<file path="src/rtl/commit_unit.sv">
// Retire stage behind the ROB commit port: AMT write, free-list return, store release.
// Optional retired-instruction counter enabled by defining COMMIT_INSTRET_EN.
package commit_pkg;
    localparam int ROB_W  = 6;
    localparam int PHYS_W = 7;

    typedef struct packed {
        logic              uses_rd;
        logic [4:0]        rd_arch;
        logic [PHYS_W-1:0] pd_new;
        logic [PHYS_W-1:0] pd_old;
        logic              is_store;
    } rob_entry_t;
endpackage

module commit_unit
    import commit_pkg::*;
#(
    parameter int ROB_W_P  = ROB_W,
    parameter int PHYS_W_P = PHYS_W,
    parameter int ARCH_W_P = 5
) (
    input  logic                clk,
    input  logic                rst,
    input  logic                commit_valid,
    output logic                commit_ready,
    input  rob_entry_t          commit_entry,
    input  logic [ROB_W_P-1:0]  commit_rob_idx,
    input  logic                flush_valid,
    output logic                amt_we,
    output logic [ARCH_W_P-1:0] amt_rd_arch,
    output logic [PHYS_W_P-1:0] amt_pd,
    output logic                free_valid,
    output logic [PHYS_W_P-1:0] free_pd,
    input  logic                free_ready,
    output logic                st_commit_valid,
    output logic [ROB_W_P-1:0]  st_commit_rob_idx,
    input  logic                st_commit_ack,
    output logic [63:0]         instret
);
    typedef enum logic {RUN, ST_WAIT} state_t;

    state_t               r_state;
    state_t               w_state_nxt;
    logic                 w_fire;
    logic                 w_writer;
    logic                 r_amt_we;
    logic [ARCH_W_P-1:0]  r_amt_rd_arch;
    logic [PHYS_W_P-1:0]  r_amt_pd;
    logic                 r_free_valid;
    logic [PHYS_W_P-1:0]  r_free_pd;
    logic                 r_st_valid;
    logic [ROB_W_P-1:0]   r_st_idx;

    assign w_writer = commit_entry.uses_rd && (commit_entry.rd_arch != '0);
    assign w_fire   = commit_valid && commit_ready;

    // Flush wins over everything, including an ack arriving in the same cycle.
    always_comb begin
        commit_ready = 1'b0;
        w_state_nxt  = r_state;
        if (flush_valid) begin
            w_state_nxt = RUN;
        end else begin
            case (r_state)
                RUN: begin
                    if (!commit_entry.is_store)
                        commit_ready = !r_free_valid || free_ready;
                    else if (commit_valid)
                        w_state_nxt = ST_WAIT;
                end
                ST_WAIT: begin
                    commit_ready = st_commit_ack;
                    if (st_commit_ack)
                        w_state_nxt = RUN;
                end
                default: w_state_nxt = RUN;
            endcase
        end
    end

    always_ff @(posedge clk) begin
        if (rst) begin
            r_state    <= RUN;
            r_st_valid <= 1'b0;
            r_st_idx   <= '0;
        end else begin
            r_state    <= w_state_nxt;
            r_st_valid <= (w_state_nxt == ST_WAIT);
            if (r_state == RUN && w_state_nxt == ST_WAIT)
                r_st_idx <= commit_rob_idx;
        end
    end

    // Free and AMT side effects belong to retired instructions, so flush leaves them alone.
    always_ff @(posedge clk) begin
        if (rst) begin
            r_amt_we      <= 1'b0;
            r_amt_rd_arch <= '0;
            r_amt_pd      <= '0;
            r_free_valid  <= 1'b0;
            r_free_pd     <= '0;
        end else begin
            r_amt_we <= w_fire && w_writer;
            if (w_fire && w_writer) begin
                r_amt_rd_arch <= commit_entry.rd_arch;
                r_amt_pd      <= commit_entry.pd_new;
                r_free_valid  <= 1'b1;
                r_free_pd     <= commit_entry.pd_old;
            end else if (r_free_valid && free_ready) begin
                r_free_valid  <= 1'b0;
            end
        end
    end

`ifdef COMMIT_INSTRET_EN
    logic [63:0] r_instret;

    always_ff @(posedge clk) begin
        if (rst)
            r_instret <= '0;
        else if (w_fire)
            r_instret <= r_instret + 64'd1;
    end

    assign instret = r_instret;
`else
    assign instret = '0;
`endif

    assign amt_we            = r_amt_we;
    assign amt_rd_arch       = r_amt_rd_arch;
    assign amt_pd            = r_amt_pd;
    assign free_valid        = r_free_valid;
    assign free_pd           = r_free_pd;
    assign st_commit_valid   = r_st_valid;
    assign st_commit_rob_idx = r_st_idx;
endmodule

</file>
<file path="config.mk">
export PLATFORM = sky130hd
export DESIGN_NAME = commit_unit
export DESIGN_NICKNAME = d
export VERILOG_FILES = /design/src/rtl/commit_unit.sv
export SDC_FILE = /design/constraint.sdc
export NUM_CORES = 1
export LEC_CHECK = 0
export BUFFER_PORTS_ARGS = -buffer_cell sky130_fd_sc_hd__buf_4
export CORE_ASPECT_RATIO = 0.7
export CORE_MARGIN = 1
export CORE_UTILIZATION = 43
export CTS_CLUSTER_SIZE = 10
export DETAILED_ROUTE_END_ITERATION = 10
export PLACE_DENSITY = 0.85
export SETUP_SLACK_MARGIN = 0.4
export SLEW_MARGIN = 40
export SYNTH_ARGS = -nofsm -noshare
export SYNTH_HDL_FRONTEND = slang
export SYNTH_SLANG_ARGS = --single-unit
</file>
<file path="constraint.sdc">
create_clock -name clk -period 4.3 [get_ports clk]
set_input_delay 0.86 -clock clk [delete_from_list [all_inputs] [get_ports clk]]
set_output_delay 0.86 -clock clk [all_outputs]
set_load 0.01 [all_outputs]
</file>
# Yosys cells after proc, flatten, opt, wreduce, memory -nomap -nowiden
# Cells that the tools add are included.
# word_totals
in_bits	33
regBits	28
# classes
bitwise	1
n_reduce_logical	9
n_mux	10
# ops
op	n
$mux 1	8
$logic_and 1x1->1	5
$reduce_bool 5->1	1
$pmux 1 s2	2
$reduce_bool 2->1	1
$logic_not 1->1	1
$logic_or 1x1->1	1
$not 1->1	1

# Logic depth before layout (Yosys ltp)
# depth
depth_word	8
mapped_depth	5

# Least setup slack after synthesis
# OpenSTA, ideal clock, no wires.
# synth_timing
path_type	input-to-output
start	in free_ready
end	out commit_ready
arrival_time_ns	1.334
slack_ns	2.106
path_buffers	0
required_ns	3.440
path_stages	3
cell_sequence	nor2b_1 o31a_1 nor2_1
# synth_via
elab_chain_len	4
# synth_lines
item	line	rtl
from (decl)	35	input logic free_ready,
$logic_or 1x1->1	68	commit_ready = !r_free_valid || free_ready;
$mux 1	67	if (!commit_entry.is_store)
$pmux 1 s2	65	case (r_state)
$mux 1	62	if (flush_valid) begin
to (decl)	26	output logic commit_ready,
# No other way between the ends.

# Final worst setup path
# Same ends and word-level chain as after synthesis.

==> qor.json <==
{
  "cts_setup_buffers": {"value": 0},
  "setup-violations-final": {"value": 0},
  "filler_cell_count": {"value": 333},
  "critical_path.endpoint_type": {"value": "primary output"},
  "placement_rows": {"value": 18},
  "synth.yosys.warnings": {"value": 0},
  "final_layout_size_suffix_gt1_frac": {"value": 0.299},
  "grt_start_max_net_pins": {"value": 48},
  "detail-route-antenna-nets": {"value": 0},
  "via_per_inst": {"value": 3.88},
  "die_area": {"value": 4210, "unit": "um^2"},
  "cp_data_required_time": {"value": 3.44, "unit": "ns"},
  "worst-setup-path-type": {"value": "in -> out"},
  "maxSlewViolCount": {"value": 0},
  "postRouteWirelength": {"value": 2810, "unit": "um"},
  "dp.final_hpwl": {"value": 2220, "unit": "um"},
  "holdCritStartpoint": {"value": "free_pd[6]"},
  "start_util": {"value": 0.466},
  "ys_top_cells_by_count": {"value": "64 x buf_4, 37 x nand2b_1, 28 x dfxtp_1"},
  "drv.max_cap_violation_count": {"value": 0},
  "ios": {"value": 126},
  "routed_wire_length_per_instance": {"value": 9.66, "unit": "um"},
  "wl_met2": {"value": 1340, "unit": "um"},
  "wl_met3": {"value": 206, "unit": "um"},
  "initial_drc_count": {"value": 20},
  "worst-r2r-cell-count": {"value": 6},
  "seq_cells_post_synth": {"value": 28},
  "totalNegativeSetupSlack": {"value": 0, "unit": "ns"},
  "top_cells_by_area_in_the_synthesized_netlist": {"value": "dfxtp_1 33%, buf_4 28%, mux2i_1 15%"},
  "post_synth_instance_area": {"value": 1700, "unit": "um^2"},
  "synth_sequential_area_ratio": {"value": 0.330},
  "tritoncts": {"value": "built"},
  "antenna_cells": {"value": 0},
  "maximum_fanout_along_the_worst_path": {"value": 3},
  "clk-insertion-delay-late": {"value": 0.27, "unit": "ns"},
  "slowest_cell_on_the_critical_path": {"value": "o31a_1"},
  "max_clock_freq": {"value": 409, "unit": "MHz"},
  "core-area": {"value": 3650, "unit": "um^2"},
  "grt_pass1_vias": {"value": 925},
  "cellLeakagePower": {"value": 0.973, "unit": "nW"},
  "synth-main-ff-cell": {"value": "dfxtp_1"},
  "synth_largest_area_cell": {"value": "dfxtp_1"},
  "async_reset_ff_frac": {"value": 0},
  "gp_congestion": {"value": 0.651},
  "finish.net_count": {"value": 275},
  "critical_path.max_stage_delay": {"value": 0.25, "unit": "ns"},
  "worst_min_delay_path_endpoint": {"value": "free_pd[6]"},
  "cts.sinks": {"value": 28},
  "layout_min_cycle_time": {"value": 2.45, "unit": "ns"},
  "detailroute.via_count": {"value": 1130},
  "grt_overflow_total": {"value": 0},
  "total_of_cells_resized_after_clock_tree_synthesis": {"value": 0},
  "worstHoldPathCells": {"value": 2},
  "ctsRootBufferMaster": {"value": "clkbuf_8"},
  "rsz_0062_raised_after_global_routing": {"value": "false"},
  "drc": {"value": 0},
  "worst_setup_hold_path_clk_slew": {"value": 0.10, "unit": "ns"},
  "worst-r2r-setup-slack": {"value": 2.55, "unit": "ns"},
  "htreeDepth": {"value": 1},
  "worst_r2r_endpoint": {"value": "amt_pd[3]"},
  "buffer_ports.inserted": {"value": 61},
  "die_h": {"value": 54.6, "unit": "um"},
  "area_growth_syn_to_layout": {"value": 19.7, "unit": "%"},
  "synth.top_cell.area_share": {"value": 0.330},
  "clk_path_buf_depth": {"value": 2},
  "worst-path-buf-inv": {"value": 2},
  "hold_violations": {"value": 0},
  "worst_ir_drop_vdd": {"value": 0.167, "unit": "mV"},
  "cpLargestDelayFamily": {"value": "buffers and inverters"},
  "tritoncts_buffers": {"value": 3},
  "antenna_found_initial": {"value": 0},
  "drt-met1-wl": {"value": 1250, "unit": "um"},
  "synth-edff-count": {"value": 0},
  "netlist-cell-type-count": {"value": 19},
  "drt_pre_antenna_iters": {"value": 4},
  "syn-instance-count": {"value": 182},
  "post-route-period-util": {"value": 0.569},
  "cp.arrival": {"value": 1.59, "unit": "ns"},
  "finClkSkew": {"value": 0.00729, "unit": "ns"},
  "ctsHoldBuffers": {"value": 0},
  "fp.dieW": {"value": 77.2, "unit": "um"},
  "global_route_wire_length_before_repair": {"value": 4130, "unit": "um"},
  "crit_path_start": {"value": "free_ready"},
  "critical_path.reg2reg.startpoint": {"value": "free_valid"},
  "mean_instance_size_in_the_synthesized_netlist": {"value": 9.34, "unit": "um^2"},
  "start_kind": {"value": "input port"},
  "hp-class": {"value": "reg -> reg"},
  "worstMarginPinSlew": {"value": 0.641, "unit": "ns"},
  "top_layer": {"value": "met4"},
  "power_density": {"value": 279, "unit": "nW/um^2"},
  "fin_util": {"value": 0.558},
  "globalRouteTotalUtil": {"value": 0.128},
  "yosys.cell_count.top_type": {"value": "buf_4"},
  "relSlewSlack": {"value": 0.570},
  "crit_path_frequent_cell": {"value": "buf_4"},
  "crit_path_cell_trace": {"value": "buf_4 -> nor2b_1 -> o31a_1 -> nor2_1 -> buf_4"},
  "status": {"value": "complete, no violations"}
}
-- per-stage QoR --
step	hold WS (ns)	instance area (um^2)	total power (W)	std cells	setup slack [ns]
after global placement	0.461	1940	0.000369	285	1.71
after CTS	0.484	2040	0.000578	291	1.85
after floorplan	0.493	1940	0.000375	245	2.11
final	0.480	2040	0.000568	291	1.85
after detailed placement	0.464	1960	0.000371	287	1.86
after global routing	0.501	2040	0.000599	291	1.79
-- state kept, by name, indices dropped and copies added (netlist names) --
name               flops
st_commit_valid        1
free_valid             1
amt_pd                 7
amt_rd_arch            5
free_pd                7
st_commit_rob_idx      6
amt_we                 1
-- how the worst max path moves through the flow --
stage,endpoint,slack [ns],depth (start not counted)
3_3_place_gp,amt_pd[5],1.71,4
6_report,commit_ready,1.85,5
5_1_grt,commit_ready,1.79,5
2_1_floorplan,commit_ready,2.11,3
4_1_cts,commit_ready,1.85,5
3_5_place_dp,commit_ready,1.86,5
-- area by class of cell --
| cell class | count | area [um^2] | share of cell area |
|---|---|---|---|
| well taps | 50 | 62.6 | 0.0307 |
| clock buffers | 3 | 41.3 | 0.0203 |
| multi-input cells | 146 | 861 | 0.423 |
| clock inverters | 1 | 30.0 | 0.0148 |
| repair buffers | 63 | 480 | 0.236 |
| flip-flops and latches | 28 | 561 | 0.275 |
-- layer usage --
| layer | vias to the layer above | track usage |
|---|---|---|
| li1 | 568 | - |
| met1 | 508 | 0.148 |
| met2 | 52 | 0.229 |
| met3 | 2 | 0.0517 |
| met4 | 0 | 0.0283 |
| met5 | - | 0 |
-- logic make-up (layout without fill, tap and decap cells) --
kind of cell	Yosys count	after routing	share of synthesized area
buf+inv	71	67	0.307
simple gates	53	53	0.189
flops	28	28	0.330
mux	26	26	0.154
compound gates	3	3	0.0184
other cells	1	64	0.00221
-- report_power, final --
part,switching (W),internal [W]
clock network,0.0000778,0.000124
registers,0.00000379,0.000266
logic,0.0000532,0.0000434
-- cells in the final DEF (no fill, tap or decap), drive strengths merged, types with 2 or more instances in the layout --
cell    synthesis  routed
conb            1      64
buf            66      63
nand2b         37      37
dfxtp          28      28
mux2i          25      25
nor2            7       7
clkbuf          5       3
nor3            3       3
nand2           2       2
-- worst register-to-register path: stages, from the launching register on --
cell and delay, ns:
dfxtp_1 0.33, nor2b_1 0.15, o31a_1 0.30, nor3_4 0.32, buf_6 0.20, buf_6 0.18
mux2i_1 0.20
Note: power is estimated with default switching activity, not from simulation.
